## src/rtl/cpu_pkg.sv

```systemverilog
// Shared CPU datapath constants and enumerations.
package cpu_pkg;

   localparam int XLEN = 32;
   localparam int RA_W = 5;

   // ALU opcodes as driven by decode
   typedef enum logic [2:0] {
      ALU_ADD = 3'b000,
      ALU_SUB = 3'b001,
      ALU_AND = 3'b010,
      ALU_OR  = 3'b011,
      ALU_SLT = 3'b101
   } alu_op_t;

   // Operand source chosen by a forwarding mux
   typedef enum logic [1:0] {
      FWD_REG   = 2'd0,
      FWD_EXMEM = 2'd1,
      FWD_MEMWB = 2'd2
   } fwd_sel_t;

endpackage

```

## src/rtl/ex_operand_stage_fwd_mux.sv

```systemverilog
// Three-way operand forwarding selector for one source register.
// EX/MEM is the younger result and wins over MEM/WB; x0 is never forwarded.
module fwd_mux
   import cpu_pkg::*;
#(
   parameter int XLEN = cpu_pkg::XLEN,
   parameter int RA_W = cpu_pkg::RA_W
) (
   input  logic [RA_W-1:0] rs,
   input  logic [XLEN-1:0] rs_data,
   input  logic [RA_W-1:0] exmem_rd,
   input  logic            exmem_reg_write,
   input  logic [XLEN-1:0] exmem_result,
   input  logic [RA_W-1:0] memwb_rd,
   input  logic            memwb_reg_write,
   input  logic [XLEN-1:0] memwb_result,
   output logic [XLEN-1:0] fwd_data
);

   fwd_sel_t sel;

   // Pick the youngest in-flight producer of rs
   always_comb begin
      sel = FWD_REG;
      if (rs != '0) begin
         if (exmem_reg_write && (exmem_rd == rs))      sel = FWD_EXMEM;
         else if (memwb_reg_write && (memwb_rd == rs)) sel = FWD_MEMWB;
      end
   end

   // Route the selected source
   always_comb begin
      case (sel)
         FWD_EXMEM: fwd_data = exmem_result;
         FWD_MEMWB: fwd_data = memwb_result;
         default:   fwd_data = rs_data;
      endcase
   end

endmodule

```

## src/rtl/ex_operand_stage.sv

```systemverilog
// ID/EX pipeline register with operand forwarding and load-use detection.
// ALU operands are combinational from the stage registers plus the current
// EX/MEM and MEM/WB forward sources.
module ex_operand_stage
   import cpu_pkg::*;
#(
   parameter int XLEN = cpu_pkg::XLEN,
   parameter int RA_W = cpu_pkg::RA_W
) (
   input  logic            clk,
   input  logic            rst_n,
   input  logic            id_valid,
   input  logic [RA_W-1:0] id_rs1,
   input  logic [RA_W-1:0] id_rs2,
   input  logic [RA_W-1:0] id_rd,
   input  logic [XLEN-1:0] id_rs1_data,
   input  logic [XLEN-1:0] id_rs2_data,
   input  logic [XLEN-1:0] id_imm,
   input  logic [2:0]      id_alu_ctrl,
   input  logic            id_alu_src,
   input  logic            id_reg_write,
   input  logic            id_mem_read,
   input  logic            stall,
   input  logic            flush,
   input  logic [RA_W-1:0] exmem_rd,
   input  logic            exmem_reg_write,
   input  logic [XLEN-1:0] exmem_result,
   input  logic [RA_W-1:0] memwb_rd,
   input  logic            memwb_reg_write,
   input  logic [XLEN-1:0] memwb_result,
   output logic [2:0]      ALUctrl,
   output logic [XLEN-1:0] ALUop1,
   output logic [XLEN-1:0] ALUop2,
   output logic            ex_valid,
   output logic            ex_reg_write,
   output logic            ex_mem_read,
   output logic [RA_W-1:0] ex_rd,
   output logic [XLEN-1:0] ex_store_data,
   output logic            load_use_stall
);

   typedef struct packed {
      logic            valid;
      logic            reg_write;
      logic            mem_read;
      logic [RA_W-1:0] rd;
      logic [RA_W-1:0] rs1;
      logic [RA_W-1:0] rs2;
      logic [XLEN-1:0] rs1_data;
      logic [XLEN-1:0] rs2_data;
      logic [XLEN-1:0] imm;
      alu_op_t         alu_ctrl;
      logic            alu_src;
   } ex_stage_t;

   ex_stage_t ex;

   logic [1:0][RA_W-1:0] src_rs;
   logic [1:0][XLEN-1:0] src_data;
   logic [1:0][XLEN-1:0] fwd_data;

   // Load in EX whose destination is read by the instruction in decode
   always_comb begin
      load_use_stall = ex.valid && ex.mem_read && (ex.rd != '0) && id_valid &&
                       ((ex.rd == id_rs1) || (ex.rd == id_rs2));
   end

   // Stage register: flush > stall > load-use bubble > capture
   always_ff @(posedge clk or negedge rst_n) begin
      if (!rst_n) begin
         ex <= '0;
      end else if (flush) begin
         ex <= '0;
      end else if (stall) begin
         ex <= ex;
      end else if (load_use_stall) begin
         ex <= '0;
      end else begin
         ex.valid     <= id_valid;
         ex.reg_write <= id_valid && id_reg_write;
         ex.mem_read  <= id_valid && id_mem_read;
         ex.rd        <= id_rd;
         ex.rs1       <= id_rs1;
         ex.rs2       <= id_rs2;
         ex.rs1_data  <= id_rs1_data;
         ex.rs2_data  <= id_rs2_data;
         ex.imm       <= id_imm;
         ex.alu_ctrl  <= alu_op_t'(id_alu_ctrl);
         ex.alu_src   <= id_alu_src;
      end
   end

   assign src_rs[0]   = ex.rs1;
   assign src_rs[1]   = ex.rs2;
   assign src_data[0] = ex.rs1_data;
   assign src_data[1] = ex.rs2_data;

   genvar s;
   generate
      for (s = 0; s < 2; s++) begin : g_fwd
         fwd_mux #(.XLEN(XLEN), .RA_W(RA_W)) u_fwd (
            .rs              (src_rs[s]),
            .rs_data         (src_data[s]),
            .exmem_rd        (exmem_rd),
            .exmem_reg_write (exmem_reg_write),
            .exmem_result    (exmem_result),
            .memwb_rd        (memwb_rd),
            .memwb_reg_write (memwb_reg_write),
            .memwb_result    (memwb_result),
            .fwd_data        (fwd_data[s])
         );
      end
   endgenerate

   // ALU-facing operands; store data bypasses the immediate mux
   always_comb begin
      ALUctrl       = ex.alu_ctrl;
      ALUop1        = fwd_data[0];
      ALUop2        = ex.alu_src ? ex.imm : fwd_data[1];
      ex_store_data = fwd_data[1];
      ex_valid      = ex.valid;
      ex_reg_write  = ex.reg_write;
      ex_mem_read   = ex.mem_read;
      ex_rd         = ex.rd;
   end

endmodule
```

## config.mk

```make
export PLATFORM = sky130hd
export DESIGN_NAME = ex_operand_stage
export DESIGN_NICKNAME = d
export VERILOG_FILES = /design/src/rtl/cpu_pkg.sv /design/src/rtl/ex_operand_stage_fwd_mux.sv /design/src/rtl/ex_operand_stage.sv
export SDC_FILE = /design/constraint.sdc
export NUM_CORES = 1
export LEC_CHECK = 0
export BUFFER_PORTS_ARGS = -buffer_cell sky130_fd_sc_hd__buf_2
export CAP_MARGIN = 20
export CORE_UTILIZATION = 46
export DETAILED_ROUTE_END_ITERATION = 6
export PLACE_DENSITY = 0.78
export SLEW_MARGIN = 20
export SYNTH_ARGS = -nofsm -noshare
export SYNTH_HDL_FRONTEND = slang
export SYNTH_SLANG_ARGS = --single-unit
```

## constraint.sdc

```tcl
create_clock -name clk -period 2.72 [get_ports clk]
set_clock_uncertainty 0.2 [all_clocks]
set_input_delay 0.408 -clock clk [delete_from_list [all_inputs] [get_ports clk]]
set_output_delay 0.408 -clock clk [all_outputs]
set_load 0.05 [all_outputs]
```

Yosys cells after proc, flatten, opt, wreduce, memory -nomap -nowiden
Index checks and enable logic that the tools add are counted.
{"block": "word_totals", "ff_bits": 118, "inputBits": 198, "elab_cells": 48}
{"block": "classes", "eq_ne": 11, "muxes": 12, "reduce_logical": 14}
{"operator": "$mux W118", "n": 3}
{"operator": "$pmux W32 S2", "n": 2}
{"operator": "$mux W32", "n": 1}
{"operator": "$eq A5 B5 Y1", "n": 6}
{"operator": "$reduce_bool A5 Y1", "n": 3}
{"operator": "$mux W2", "n": 6}
{"operator": "$logic_and A1 B1 Y1", "n": 10}
{"operator": "$eq A2 B1 Y1 const B", "n": 2}
{"operator": "$eq A2 B2 Y1 const B", "n": 2}
{"operator": "$ne A2 B1 Y1 const B", "n": 1}
{"operator": "$logic_or A1 B1 Y1", "n": 1}

Depth between registers and ports, before layout
Gate-level depths: netlist of run 1.
{"block": "logic_depth", "word_depth": 8, "mapped_depth": 10, "mapped_depth_nobuf": 9}

Cells and area by module
Synthesis of run 1 repeated with hierarchy kept, for this count alone.
{"block": "hier_totals", "cells_unflattened": 855, "hier_area_um2": 8329.2}
{"mod": "ex_operand_stage", "n_inst": 1, "cells_each": 593, "area_per_inst_um2": 6822.8}
{"mod": "fwd_mux", "n_inst": 2, "cells_each": 131, "area_per_inst_um2": 753.2}

Worst setup path after synthesis of run 1
OpenSTA, ideal clock, no wires.
{"block": "synth_path", "kind": "reg-to-output", "from": "register ex[104] (netlist name)", "to": "output port ALUop2[0]", "arrival_ns": 3.501, "required_ns": 2.112, "slack_ns": -1.389, "path_stages_with_launch": 11, "path_cell_list": "dfrtp_1 > xor2_1 > nor4_1 > and3_1 > or3_1 > inv_1 > ha_1 > clkbuf_1 > a22oi_1 > o21ai_0 > mux2_2"}
{"block": "synth_between", "elab_chain_cells": 8, "word_cells_on_any_way": 12, "classes_between": "eq/ne: 4; mux: 5; reduce/logical: 3"}
{"element": "from (decl)", "line_no": "ex_operand_stage.sv:56", "source": "ex_stage_t ex;"}
{"element": "$eq A5 B5 Y1", "line_no": "ex_operand_stage_fwd_mux.sv:27", "source": "else if (memwb_reg_write && (memwb_rd == rs)) sel = FWD_MEMWB;"}
{"element": "$logic_and A1 B1 Y1", "line_no": "ex_operand_stage_fwd_mux.sv:27"}
{"element": "$mux W2", "line_no": "ex_operand_stage_fwd_mux.sv:27"}
{"element": "$mux W2", "line_no": "ex_operand_stage_fwd_mux.sv:26", "source": "if (exmem_reg_write && (exmem_rd == rs)) sel = FWD_EXMEM;"}
{"element": "$mux W2 (*)", "line_no": "ex_operand_stage_fwd_mux.sv:25", "source": "if (rs != '0) begin"}
{"element": "$eq A2 B2 Y1 or $eq A2 B1 Y1 (tied branches)", "line_no": "ex_operand_stage_fwd_mux.sv:33", "source": "case (sel)"}
{"element": "$pmux W32 S2 (*)", "line_no": "ex_operand_stage_fwd_mux.sv:33"}
{"element": "net ex_store_data[0]", "line_no": "ex_operand_stage.sv:38", "source": "output logic [XLEN-1:0] ex_store_data,"}
{"element": "$mux W32 (*)", "line_no": "ex_operand_stage.sv:119", "source": "ALUop2 = ex.alu_src ? ex.imm : fwd_data[1];"}
{"element": "to (decl)", "line_no": "ex_operand_stage.sv:33", "source": "output logic [XLEN-1:0] ALUop2,"}
The timed path passes the listed nets; every way through them passes the cells marked *.

Final worst setup path of run 1
{"block": "layout_path", "from": "register ex[102] (netlist name)", "to": "output port ALUop2[17]"}
{"block": "layout_between", "elab_chain_cells": 8, "word_cells_on_any_way": 12, "classes_between": "eq/ne: 4; mux: 5; reduce/logical: 3"}
{"element": "$eq A5 B5 Y1", "line_no": "ex_operand_stage_fwd_mux.sv:27"}
{"element": "$logic_and A1 B1 Y1", "line_no": "ex_operand_stage_fwd_mux.sv:27"}
{"element": "$mux W2", "line_no": "ex_operand_stage_fwd_mux.sv:27"}
{"element": "$mux W2", "line_no": "ex_operand_stage_fwd_mux.sv:26"}
{"element": "$mux W2 (*)", "line_no": "ex_operand_stage_fwd_mux.sv:25"}
{"element": "$eq A2 B2 Y1 or $eq A2 B1 Y1 (tied branches)", "line_no": "ex_operand_stage_fwd_mux.sv:33"}
{"element": "$pmux W32 S2 (*)", "line_no": "ex_operand_stage_fwd_mux.sv:33"}
{"element": "$mux W32 (*)", "line_no": "ex_operand_stage.sv:119"}
Every way passes the cells marked *; elsewhere a longest branch is shown, timed or not.

==> results.json, run 1 <==
{
  "wl_per_cell_um": 23.3,
  "synth-edff-count": 0,
  "critPathKind": "register to primary output",
  "io_buffer_count": 305,
  "rsz0062_at_grt": "true",
  "fin_crit_ps": 3630,
  "placed_cells": 1374,
  "vdd_drop_max_mv": 0.478,
  "p_clk_share_pct": 38.4,
  "synth_fa_ha_area_share_pct": 0.588,
  "synth.area.mux_share_pct": 4.23,
  "clk_latency_ps": 420,
  "final_cell_mix": "205 x buf_2, 117 x inv_1, 115 x dfrtp_1",
  "synth_xor_area_share_pct": 2.98,
  "drive_gt1_share_pct": 65.4,
  "violations": "negative setup slack",
  "required_ps": 2110,
  "end_kind": "primary output",
  "grt.total_usage_pct": 34.2,
  "grt_pass1_wl_mm": 50.6,
  "placed_area_um2": 11700,
  "pre_cts_ws_ps": -646,
  "postRouteAntennaNets": 0,
  "fin_nets": 1417,
  "hold_violations": 0,
  "swShare_pct": 32.9,
  "finish.utilization_pct": 80.4,
  "timing.fmax_mhz": 275,
  "htreeDepth": 4,
  "die_w_um": 138,
  "overflow": 0,
  "layout.cells.non_filler": 1461,
  "worst-path-buf-inv": 3,
  "ios": 306,
  "tightest_slew_ps": 766,
  "ys_seq_area_share_pct": 34.7,
  "setup_slack_ps": -912,
  "cts-root-buf": "clkbuf_16",
  "cts_buffers": 17,
  "routabilityCongestion": 0.914,
  "yosysWarnings": 0,
  "synth-simple-area-share_pct": 14.6,
  "maxSlewViolCount": 0,
  "ys_ff_latch": 118,
  "grt_pass1_vias": 8954,
  "worstPathCellList": "buf_4 -> xor2_1 -> nor3_1 -> nand3_1 -> or3_4 -> ha_4 -> buf_16 -> a22oi_2 -> o21ai_4 -> mux2_4 -> buf_6",
  "synth_nets": 1064,
  "syn_area_um2": 8520,
  "cts.clk_slew.worst_paths_ps": 60,
  "fin_crit_sh_pct": 134,
  "status": "finished with violations",
  "power.density_nw_per_um2": 418,
  "areaGrowthSynthToFinish_pct": 70.1,
  "fp.coreArea_um2": 18000,
  "synth_ff_type": "dfrtp_1",
  "layout_commonest_cell": "buf_2",
  "vias_per_cell": 5.92,
  "hp-class": "input pin to register",
  "routed-via-count": 8656,
  "stdcell_area_um2": 14500,
  "drtIter0Drc": 547,
  "drcViolationCount": 0,
  "dr.pass1.iters": 4,
  "slowest_delay_ps": 410,
  "grt_max_degree": 95,
  "regArea_um2": 2960,
  "drt_wl_total_mm": 34.1,
  "critPathArrivalTime_ps": 3020,
  "cts_tree": "yes",
  "p_int_mw": 4.07,
  "path_delay_family": "simple AND/OR/NAND/NOR gates",
  "syn_avg_cell_area_um2": 9.88,
  "crit_fanout": 8,
  "p_sw_mw": 1.99,
  "clock_path_buffers": 2,
  "async_reset_ff_share_pct": 100,
  "yosysUniqueCellTypes": 32,
  "slew_headroom_pct": 48.9,
  "fillers": 995,
  "hpwl_mm": 20.3,
  "synth_compound_area_share_pct": 31.5,
  "slowest_stage": "dfrtp_1",
  "power_mw": 6.06,
  "synth_top_family_by_area": "compound AO/OA/AOI/OAI gates",
  "multi_input_area_um2": 6070,
  "worst_setup_path_start_kind": "register",
  "std_cell_rows": 49,
  "p_seq_share_pct": 32.2,
  "power.static_leakage_nw": 6.75,
  "cts_sinks": 118,
  "dieHeight_um": 138,
  "p_comb_share_pct": 29.4,
  "setup_viol": 96,
  "dieArea_um2": 19100,
  "maxCapViolations": 0,
  "initial_utilization_pct": 47.2,
  "synthCells": 862,
  "antenna_found_initial": 6
}
==> path summary, 6_finish.rpt <==
path                                 startpoint         end  slack, ps  cells after the start
worst min register to register       ALUctrl[0]  ALUctrl[0]        270                      2
worst max-delay path                    ex[102]  ALUop2[17]       -910                     11
min in group asynchronous                 rst_n      ex[10]        290                      2
worst max register to register         ex_rd[1]      ex[44]        390                      6
max in group asynchronous                 rst_n      ex[68]       1270                      3
worst min-delay path            id_rs1_data[19]      ex[87]         40                      3
==> sequential cells by signal, summed over array words and instances, names as in the netlist <==
| register | cells |
|---|---|
| ALUctrl | 3 |
| ex | 107 |
| ex_mem_read | 1 |
| ex_rd | 5 |
| ex_reg_write | 1 |
| ex_valid | 1 |
==> per-stage QoR <==
step | hold slack (ps) | TNS (ps)
after floorplan | -87.6 | -16370
after global placement | 190 | -46050
after detailed placement | 195 | -47060
after CTS | 24.2 | -66670
after global routing | 35.5 | -77930
final | 36.5 | -70350
==> power by group through the flow <==
stage               Sequential [mW]  Clock [mW]  Combinational (mW)
global route                   1.96        2.43                1.86
CTS                            1.94        2.35                1.72
detailed placement             1.96           0                1.47
global placement               1.96           0                1.45
floorplan                      1.94           0                1.00
finish                         1.95        2.33                1.78
==> cell usage after synthesis, drive strengths merged, types with 2 or more instances <==
library cell	number	area, um^2
inv	121	454
dfrtp	118	2950
o41ai	117	1840
nand3b	114	856
clkbuf	80	300
nand2	69	259
a22oi	64	480
o21ai	64	320
mux2	32	360
buf	23	214
xor2	17	149
xnor2	12	105
ha	4	50.1
or4	4	30.0
nand3	3	15.0
nor3	3	15.0
a21oi	2	13.8
and3	2	12.5
nor2	2	7.51
nor2b	2	12.5
nor4	2	12.5
==> kinds of logic after synthesis <==
family / Yosys count
adder cells (fa/ha/maj): 4
AND/OR/NAND/NOR: 205
multiplexers: 32
XOR/XNOR: 29
flip-flops: 118
buffers and inverters: 224
AO/OA/AOI/OAI: 250
==> metal layers <==
| layer | part of all wire, % | up-vias | GRT usage (%) |
|---|---|---|---|
| li1 | - | 3839 | - |
| met1 | 37 | 4268 | 38.8 |
| met2 | 52 | 443 | 60.9 |
| met3 | 6.5 | 102 | 7.34 |
| met4 | 4.5 | 4 | 16.4 |
| met5 | 0.079 | - | 0 |
==> final cells by class <==
type                    count  share of cell area (%)
well taps                 229                    1.98
inverters                 121                    3.14
diodes                      4                  0.0691
repair buffers            437                    28.3
flip-flops and latches    118                    20.4
clock inverters            10                   0.821
multi-input cells         520                    41.9
clock buffers              22                    3.34
==> worst register-to-register path, cell delays in order (launching register included) <==
cell       delay, ps
dfrtp_1          440
or4_1            550
o2111ai_2        240
a21oi_4           70
buf_4            150
buf_12           190
o41ai_2          370
==> repair_timing <==
action / 4_1_cts / 5_1_grt
hold buffers: 1 / 0
pin swaps: 58 / 42
gates cloned: 12 / 4
setup endpoints to repair: 96 / 97
setup buffers: 39 / 13
endpoints found under the hold margin: 48 / 0
resized for setup: 340 / 63
Power figures use the tool's default switching activity.
==> run 2, diff against run 1 <==
- CELL_PAD_IN_SITES_DETAIL_PLACEMENT: default -> 1
- CELL_PAD_IN_SITES_GLOBAL_PLACEMENT: default -> 1
- CORE_UTILIZATION: 46 -> 34
- PLACE_DENSITY: 0.78 -> default
- PLACE_DENSITY_LB_ADDON: default -> 0.1
==> results.json, run 2 (synthesized netlist as in run 1, its figures left out) <==
{
  "hp-start": "id_rs2_data[25]",
  "cts-root-buf": "clkbuf_16",
  "end_kind": "primary output",
  "placed_cells": 1489,
  "p_comb_share_pct": 28.2,
  "cts_sinks": 118,
  "status": "finished with violations",
  "layout_commonest_cell": "buf_2",
  "clk_latency_ps": 420,
  "cts.clk_slew.worst_paths_ps": 70,
  "crit_fanout": 4,
  "pre_cts_ws_ps": -747,
  "maxCapViolations": 0,
  "htreeDepth": 4,
  "largest_reg_flops": 107,
  "p_sw_mw": 2.06,
  "finish.utilization_pct": 59.9,
  "maxSlewViolCount": 0,
  "cts_buffers": 17,
  "hpwl_mm": 24.1,
  "clock_path_buffers": 2,
  "setup_viol": 96,
  "wl_met3_mm": 2.10,
  "hold_violations": 0,
  "cp-startpoint": "ex[103]",
  "routabilityCongestion": 0.875,
  "vdd_drop_max_mv": 0.391,
  "drive_gt1_share_pct": 65.0,
  "highest-signal-layer": "met5",
  "rsz0062_at_grt": "true",
  "drt_wl_total_mm": 37.3,
  "grt_pass1_vias": 8997,
  "antenna_found_initial": 11,
  "tightest_slew_ps": 715,
  "largest-register": "ex",
  "ios": 306,
  "p_int_mw": 4.31,
  "vias_per_cell": 5.45,
  "grt_max_degree": 93,
  "drt-met1-wl_mm": 15.7,
  "r2r-start": "ex_rd[0]",
  "critPathKind": "register to primary output",
  "fin_nets": 1428,
  "crit_end": "ALUop2[10]",
  "hp-class": "input pin to register",
  "std_cell_rows": 57,
  "fin_crit_ps": 3730,
  "wl_per_cell_um": 23.8,
  "layout.cells.non_filler": 1569,
  "grt_pass1_wl_mm": 54.3,
  "rrSetupSlack_ps": 180,
  "power.density_nw_per_um2": 435,
  "p_seq_share_pct": 30.5,
  "r2r-end": "ex[58]",
  "worst_setup_path_start_kind": "register",
  "final_cell_mix": "205 x buf_2, 117 x inv_1, 114 x nand3b_1",
  "placed_area_um2": 12000,
  "cts_tree": "yes",
  "power.static_leakage_nw": 6.80,
  "dieHeight_um": 160,
  "swShare_pct": 32.3,
  "dr_wl_met2_mm": 18.8,
  "timing.fmax_mhz": 268,
  "overflow": 0,
  "violations": "negative setup slack",
  "fin_setup_tns_ps": -75840,
  "p_clk_share_pct": 41.2,
  "dieArea_um2": 25700,
  "fp.coreArea_um2": 24500,
  "routed-via-count": 8556,
  "critPathArrivalTime_ps": 3120,
  "dr.pass1.iters": 5,
  "drcViolationCount": 0,
  "grt.total_usage_pct": 27.7,
  "initial_utilization_pct": 34.8,
  "die_w_um": 160,
  "areaGrowthSynthToFinish_pct": 72.2,
  "fin_crit_sh_pct": 137,
  "slew_headroom_pct": 52.4,
  "postRouteAntennaNets": 0,
  "required_ps": 2110,
  "setup_slack_ps": -1010,
  "fillers": 2519,
  "drtIter0Drc": 448,
  "stdcell_area_um2": 14700,
  "worst_r2r_path_depth": 8,
  "io_buffer_count": 305
}
[run 2: worst min path at each step]
stage / end / slack [ps] / depth (start not counted)
final: ex[61] / 30 / 3
after detailed placement: ex[78] / 160 / 1
after CTS: ex[0] / 20 / 3
after floorplan: ALUctrl[0] / -90 / 0
after global routing: ex[63] / 30 / 3
after global placement: ALUctrl[0] / 160 / 1
[run 2: cell type report]
class	count	area [um^2]	share of cell area [%]
Timing Repair Buffer	448	4110	28.0
Multi-Input combinational cell	520	6050	41.2
Antenna cell	6	15.0	0.102
Inverter	121	454	3.10
Tap cell	324	405	2.77
Clock inverter	13	218	1.49
Sequential cell	118	2960	20.2
Clock buffer	19	453	3.09
[run 2: worst max-delay path, stage by stage, from the launching register on]
cell and delay [ps]:
dfrtp_1 430, or4_4 570, o21a_1 210, buf_4 140, ha_4 190, buf_12 140
buf_4 140, a22oi_2 200, buf_4 170, o21ai_4 70, mux2_4 280, buf_8 150
[run 2: through the flow]
| step | power (mW) | hold WS (ps) |
|---|---|---|
| 6_report | 6.37 | 33.3 |
| 3_3_place_gp | 3.45 | 164 |
| 2_1_floorplan | 2.94 | -87.6 |
| 5_1_grt | 6.59 | 26.3 |
| 4_1_cts | 6.34 | 16.0 |
| 3_5_place_dp | 3.46 | 162 |
[run 2: timing repair]
action / CTS / global route
setup endpoints to repair: 97 / 97
hold buffers: 1 / 0
gates resized for setup: 305 / 106
buffers inserted: 34 / 19
gates cloned: 10 / 2
hold endpoints to repair: 38 / 0
pin swaps: 38 / 55
[run 2: power by group through the flow]
stage,Sequential [mW],Combinational [mW],Clock (mW)
floorplan,1.94,1.00,0
global placement,1.96,1.49,0
detailed placement,1.96,1.50,0
CTS,1.94,1.73,2.68
global route,1.95,1.89,2.75
finish,1.94,1.80,2.63
[run 2: layer usage]
| layer | track usage (%) | vias up |
|---|---|---|
| met5 | 0 | - |
| met4 | 7.23 | 10 |
| met3 | 6.49 | 52 |
| met2 | 47.8 | 296 |
| met1 | 34.7 | 4329 |
| li1 | - | 3869 |
